--- config.mk ---
export PLATFORM = sky130hd
export DESIGN_NAME = yolcu_besleyici
export DESIGN_NICKNAME = d
export VERILOG_FILES = /design/src/rtl/yolcu_besleyici.sv
export SDC_FILE = /design/constraint.sdc
export NUM_CORES = 1
export LEC_CHECK = 0
export CAP_MARGIN = 20
export CORE_ASPECT_RATIO = 1.5
export CORE_MARGIN = 5
export CORE_UTILIZATION = 56
export DETAILED_ROUTE_END_ITERATION = 12
export GPL_TIMING_DRIVEN = 0
export PLACE_DENSITY = 0.75
export RECOVER_POWER = 50
export SKIP_LAST_GASP = 1
export SLEW_MARGIN = 0
export SYNTH_ARGS = -nofsm -noshare
export SYNTH_HDL_FRONTEND = slang
export SYNTH_SLANG_ARGS = --single-unit
--- constraint.sdc ---
create_clock -name saat -period 6.05 [get_ports saat]
set_input_delay 1.5125 -clock saat [delete_from_list [all_inputs] [get_ports saat]]
set_output_delay 1.5125 -clock saat [all_outputs]
set_load 0.01 [all_outputs]
--- src/rtl/yolcu_besleyici.sv ---
// Passenger record FIFO feeding a fixed-latency downstream check; results return GECIKME cycles after issue.
// Optional macro YOLCU_SAYAC_EN adds saturating takeoff/refusal counters.
module yolcu_besleyici #(
  parameter int BIT      = 6,
  parameter int DERINLIK = 8,
  parameter int GECIKME  = 4
) (
  input  logic           saat,
  input  logic           reset,
  input  logic           yaz,
  input  logic [BIT-1:0] w_kimlik_no,
  input  logic           w_uyruk,
  input  logic [5:0]     w_agirlik,
  input  logic [8:0]     w_bakiye,
  output logic           dolu,
  output logic           bos,
  output logic           tasma,
  input  logic           gonder_en,
  output logic           mesgul,
  output logic [BIT-1:0] kimlik_no,
  output logic           uyruk,
  output logic [5:0]     agirlik,
  output logic [8:0]     bakiye,
  output logic           cikis_gecerli,
  input  logic           kalkis,
  input  logic [8:0]     k_bakiye,
  output logic           sonuc_gecerli,
  output logic [BIT-1:0] sonuc_kimlik,
  output logic           sonuc_kalkis,
  output logic [8:0]     sonuc_bakiye,
  output logic [7:0]     ucan_sayac,
  output logic [7:0]     red_sayac
);
  localparam int AW = $clog2(DERINLIK);

  typedef struct packed {
    logic [BIT-1:0] kimlik;
    logic           uyruk;
    logic [5:0]     agirlik;
    logic [8:0]     bakiye;
  } kayit_t;

  typedef struct packed {
    logic           gecerli;
    logic [BIT-1:0] kimlik;
  } ucus_t;

  typedef enum logic [1:0] {BOSTA = 2'd0, GONDER = 2'd1, BOSALT = 2'd2} durum_t;

  kayit_t         mem_q [DERINLIK];
  logic [AW:0]    wr_q, wr_d, rd_q, rd_d, sayi, sayi_d;
  durum_t         durum_q, durum_d;
  logic           tasma_q, tasma_d;
  kayit_t         cikis_q, cikis_d;
  logic           cg_q, cg_d;
  ucus_t          hat_q [GECIKME];
  ucus_t          hat_d [GECIKME];
  logic           sg_q, sg_d, skal_q, skal_d;
  logic [BIT-1:0] sk_q, sk_d;
  logic [8:0]     sbak_q, sbak_d;
  logic           push, pop, ucusta;
  kayit_t         yeni, bas;

  assign sayi = wr_q - rd_q;
  assign bos  = (sayi == '0);
  assign dolu = (sayi == (AW+1)'(DERINLIK));
  assign bas  = mem_q[rd_q[AW-1:0]];
  assign yeni = '{kimlik: w_kimlik_no, uyruk: w_uyruk, agirlik: w_agirlik, bakiye: w_bakiye};

  always_comb begin
    // Pop needs a non-empty queue, so a same-cycle push never bypasses storage.
    pop     = (durum_q == GONDER) && gonder_en && !bos;
    push    = yaz && (!dolu || pop);
    wr_d    = wr_q + (AW+1)'(push);
    rd_d    = rd_q + (AW+1)'(pop);
    sayi_d  = wr_d - rd_d;
    tasma_d = tasma_q | (yaz & ~push);
    cikis_d = pop ? bas : '0;
    cg_d    = pop;

    // hat[0] mirrors the issued record; hat[GECIKME-1] meets its downstream answer.
    hat_d[0] = '{gecerli: pop, kimlik: pop ? bas.kimlik : '0};
    for (int i = 1; i < GECIKME; i++) hat_d[i] = hat_q[i-1];
    ucusta = 1'b0;
    for (int i = 0; i < GECIKME; i++) ucusta = ucusta | hat_q[i].gecerli;

    sg_d   = hat_q[GECIKME-1].gecerli;
    sk_d   = sg_d ? hat_q[GECIKME-1].kimlik : '0;
    skal_d = sg_d & kalkis;
    sbak_d = sg_d ? k_bakiye : '0;

    durum_d = durum_q;
    case (durum_q)
      BOSTA:  if (gonder_en && !bos) durum_d = GONDER;
      GONDER: if (!gonder_en || sayi_d == '0) durum_d = BOSALT;
      BOSALT: begin
        if (gonder_en && !bos) durum_d = GONDER;
        else if (!ucusta)      durum_d = BOSTA;
      end
      default: durum_d = BOSTA;
    endcase
  end

  always_ff @(posedge saat) begin
    if (push) mem_q[wr_q[AW-1:0]] <= yeni;
  end

  always_ff @(posedge saat or posedge reset) begin
    if (reset) begin
      wr_q    <= '0;
      rd_q    <= '0;
      durum_q <= BOSTA;
      tasma_q <= 1'b0;
      cikis_q <= '0;
      cg_q    <= 1'b0;
      for (int i = 0; i < GECIKME; i++) hat_q[i] <= '0;
      sg_q    <= 1'b0;
      sk_q    <= '0;
      skal_q  <= 1'b0;
      sbak_q  <= '0;
    end else begin
      wr_q    <= wr_d;
      rd_q    <= rd_d;
      durum_q <= durum_d;
      tasma_q <= tasma_d;
      cikis_q <= cikis_d;
      cg_q    <= cg_d;
      for (int i = 0; i < GECIKME; i++) hat_q[i] <= hat_d[i];
      sg_q    <= sg_d;
      sk_q    <= sk_d;
      skal_q  <= skal_d;
      sbak_q  <= sbak_d;
    end
  end

  assign tasma         = tasma_q;
  assign mesgul        = (durum_q != BOSTA);
  assign kimlik_no     = cikis_q.kimlik;
  assign uyruk         = cikis_q.uyruk;
  assign agirlik       = cikis_q.agirlik;
  assign bakiye        = cikis_q.bakiye;
  assign cikis_gecerli = cg_q;
  assign sonuc_gecerli = sg_q;
  assign sonuc_kimlik  = sk_q;
  assign sonuc_kalkis  = skal_q;
  assign sonuc_bakiye  = sbak_q;

`ifdef YOLCU_SAYAC_EN
  logic [7:0] ucan_q, ucan_d, red_q, red_d;

  always_comb begin
    ucan_d = ucan_q;
    red_d  = red_q;
    if (hat_q[GECIKME-1].gecerli) begin
      if (kalkis) begin
        if (ucan_q != 8'hFF) ucan_d = ucan_q + 8'd1;
      end else if (red_q != 8'hFF) begin
        red_d = red_q + 8'd1;
      end
    end
  end

  always_ff @(posedge saat or posedge reset) begin
    if (reset) begin
      ucan_q <= '0;
      red_q  <= '0;
    end else begin
      ucan_q <= ucan_d;
      red_q  <= red_d;
    end
  end

  assign ucan_sayac = ucan_q;
  assign red_sayac  = red_q;
`else
  assign ucan_sayac = '0;
  assign red_sayac  = '0;
`endif
endmodule
==> impl_summary.txt <==
----------------------------------------------------
[Critical path]
  Cells along the critical path ... buf_2 -> inv_1 -> clkbuf_1 -> ha_1 -> a21oi_1 -> nand2_1 -> xnor2_1 -> and2_4 -> clkdlybuf4s50_1
  Critical path class ... register to primary output
  Critical Path Sink Type ... primary output
  Cell at the slowest stage of the critical path ... clkbuf_1
  Crit start category ... register
  Crit path launch ... rd_q[2]
  Arrival time reported for the critical path endpoint ... around 3.3 ns
  Longest individual stage delay on the worst path ... 0.55 ns
  Crit Path Max Fanout ... 10
  Worst Path Required ... 4.54 ns
  Worst Path Buf+Inv ... 4
  Worst flop-to-flop path startpoint ... rd_q[2]
  Kind of cell adding the most delay to the critical path ... buffers and inverters

[Power and ir drop]
  Cell area power density ... about 470 nW/um^2
  Maximum ir drop on the vdd rail ... between 0.2 and 0.3 mV
  Leakage component of the power ... roughly 0.0043 uW

[Timing]
  Least-Margin Pin Slew ... around 3.2 ns
  Crit path time final ... approximately 4.8 ns
  Number of pins with negative max-slew slack in the final report ... 73
  Slew HR ... -115%
  Post-layout worst setup margin ... between 1 and 1.5 ns
  Final period utilization ... between 70% and 80%
  Hold Fails Final Rpt ... 0
  # setup viols final ... 0
  Achievable Freq ... roughly 210 MHz
  Setup repair after global routing missed its margin ... false
  Final setup skew ... approximately 0.0088 ns

[Outcome]
  Outcome ... finished, violations left
  Failing checks ... max-capacitance violations, max-slew violations

[Routing]
  DRC viols ... 0
  Number of search-and-repair iterations in the first detailed-routing pass ... 4
  Residual antenna-violating net count after detailed routing ... 0
  WL/cell ... ~21 microns
  Number of vias after detailed routing ... around 4600
  Via-to-Cell Ratio ... between 5 and 6
  Iteration-0 DRC count of the detailed router ... roughly 400
  Final WL ... ~18 mm

[Finish]
  Post-layout nets ... between 600 and 700
  Layout overhead on the synthesized area ... 22.6%
  Most common library cell in the layout ignoring fill and taps ... edfxtp_1
  Most frequent cells in the layout ... 176 x edfxtp_1, 72 x dfrtp_1, 53 x clkdlybuf4s50_1
  Fin util ... approximately 70%
  Fraction of final layout cells sized beyond drive strength 1 ... 26.0%
  Inserted Diodes ... 0

[Clock tree]
  Post_cts resized ... 0
  Buffer depth of the longest clock path ... 3
  Clock sink count ... around 250
  Clock Root Buffer ... clkbuf_16
  Clock buffer count from CTS ... 22
  Clk pin slew, worst setup/hold paths ... approximately 0.06 ns
  # Post-CTS Setup Buffers ... 0
  CTS tree ... built
  Number of buffers inserted by hold repair at cts ... 0
  Deepest level of the CTS H-tree ... 1
  Clk Latency, worst-skew pair ... around 0.50 ns

[Placed design]
  DP Wirelength ... around 12 mm
  Buffers on Ports ... 79
  Place WS ... 1.44 ns
  Routability cong. ... between 0.7 and 0.8

[Logic synthesis]
  Synthesized instance count ... 484
  Synth Area in Simple Gates ... between 4 and 5%
  Combinational family with the most area after synthesis ... multiplexers
  Adder-Cell Fraction of Synth Area ... between 1 and 1.5%
  Register bit total from synthesis ... 248
  Most used flip-flop cell after synthesis ... edfxtp_1
  Share of the yosys chip area belonging to registers ... around three quarters
  Ranking of synthesized cells by area ... edfxtp_1 57%, dfrtp_1 19%, mux4_2 11%
  Post-synth top area share ... a little under three fifths
  Number of synthesis warnings ... 0
  Asr flop ratio synth ... about 29%
  Post-Synthesis Mean Instance Area ... between 15 and 20 sq um
  Synthesized-area fraction occupied by xor and xnor cells ... between 1 and 1.5%
  Number of enable-type register cells in the synthesized netlist ... 176
  Share of the synthesized area in compound gates (AO/OA/AOI/OAI) ... between 2 and 2.5%
  Library cells used by synthesis ... 35
  Cell type contributing the most total cell area after synthesis ... edfxtp_1
  Share of synthesized area spent on multiplexers ... 10.7%
  Netlist area before placement ... 9300 sq um

[Die]
  Starting utilization of the core area ... a little under three fifths
  Die Span Y ... between 150 and 200 microns
  Die footprint ... 19300 sq um
  Total core area ... roughly 16000 sq um
  Die extent in x ... 115 microns
  Std cell rows ... between 50 and 60
  Number of I/O pins ... 96

[Flow run]
  # Max-Cap Violations ... 1

[Hold path]
  Worst min-delay path startpoint ... hat_d[4]
  Type of the worst min-delay path ... register to register

[Global route]
  Global-route wire length before repair ... roughly 28 mm
  Via count of the first global-routing pass ... just under 5000
  Total overflow reported by the global router ... 0
  Gr usage total ... approximately 19%
  Initial antenna violation count ... 0
  Pin count of the biggest net entering global routing ... 73

----------------------------------------------------
-- synthesized netlist by cell type (all sizes together), types with 2 or more instances --
master,number
edfxtp,176
dfrtp,72
nand2,48
mux4,44
buf,33
a21oi,24
and2,17
inv,11
ha,10
clkbuf,9
xnor2,8
nor4b,4
nand2b,3
nand3,3
nor4,3
nand3b,2
nor2,2
nor3,2
or2,2
xor2,2
-- cell families (layout without fill, tap and decap cells) --
logic type	after synthesis	in the layout
compound gates	29	29
mux	44	44
other cells	1	16
flops	248	248
simple gates	89	89
fa+ha+maj	10	10
xor+xnor	10	10
buf+inv	53	196
-- metal layers --
layer	share of wire [%]	track usage, %	vias up
li1	-	-	2074
met1	37	23.7	2340
met4	2.1	5.06	0
met2	55	35.4	155
met3	5.7	2.59	24
met5	0	0	-
-- path summary, 6_finish.rpt --
check	slack [ns]	cells after the start	end
min in group asynchronous	2.39	2	bakiye[5]
hold reg to reg	0.35	0	hat_q[4]
max in group asynchronous	2.22	2	bakiye[0]
setup / recovery	1.25	9	bos
hold / removal	0.35	0	hat_q[4]
setup reg to reg	1.43	21	durum_q[1]
-- stage by stage --
step           cell area, sq um  TNS (ns)  power, uW  std cells  hold slack (ns)
2_1_floorplan              9360         0       3400        499            0.331
3_3_place_gp              10400   -195.56       3900        784            0.333
3_5_place_dp              10700         0       4030        808            0.336
4_1_cts                   11400         0       5440        848            0.350
5_1_grt                   11400         0       5650        848            0.361
6_report                  11400         0       5370        848            0.349
-- power by group --
part / total [uW] / switching [uW] / internal [uW]
clock network: 1400 / 570 / 828
logic: 1690 / 886 / 807
registers: 2280 / 116 / 2160
total: 5370 / 1570 / 3800
-- state kept, by name, indices dropped and copies added, names as in the netlist --
register,flops
wr_q,4
hat_q,6
bakiye,9
rd_q,4
sonuc_bakiye,9
tasma,1
sg_d,1
sonuc_gecerli,1
sonuc_kalkis,1
durum_q,2
hat_d,20
kimlik_no,1
uyruk,1
agirlik,6
sonuc_kimlik,6
mem_q,176
-- layout make-up --
cell class              count  area (sq um)
plain buffers              42           285
clock buffers              33           686
clock inverters             7          58.8
fillers                  1046          4850
inverters                  11          42.5
multi-input cells         198          1990
flip-flops and latches    248          7090
well taps                 206           258
repair buffers            103           997
Power figures use the tool's default switching activity.
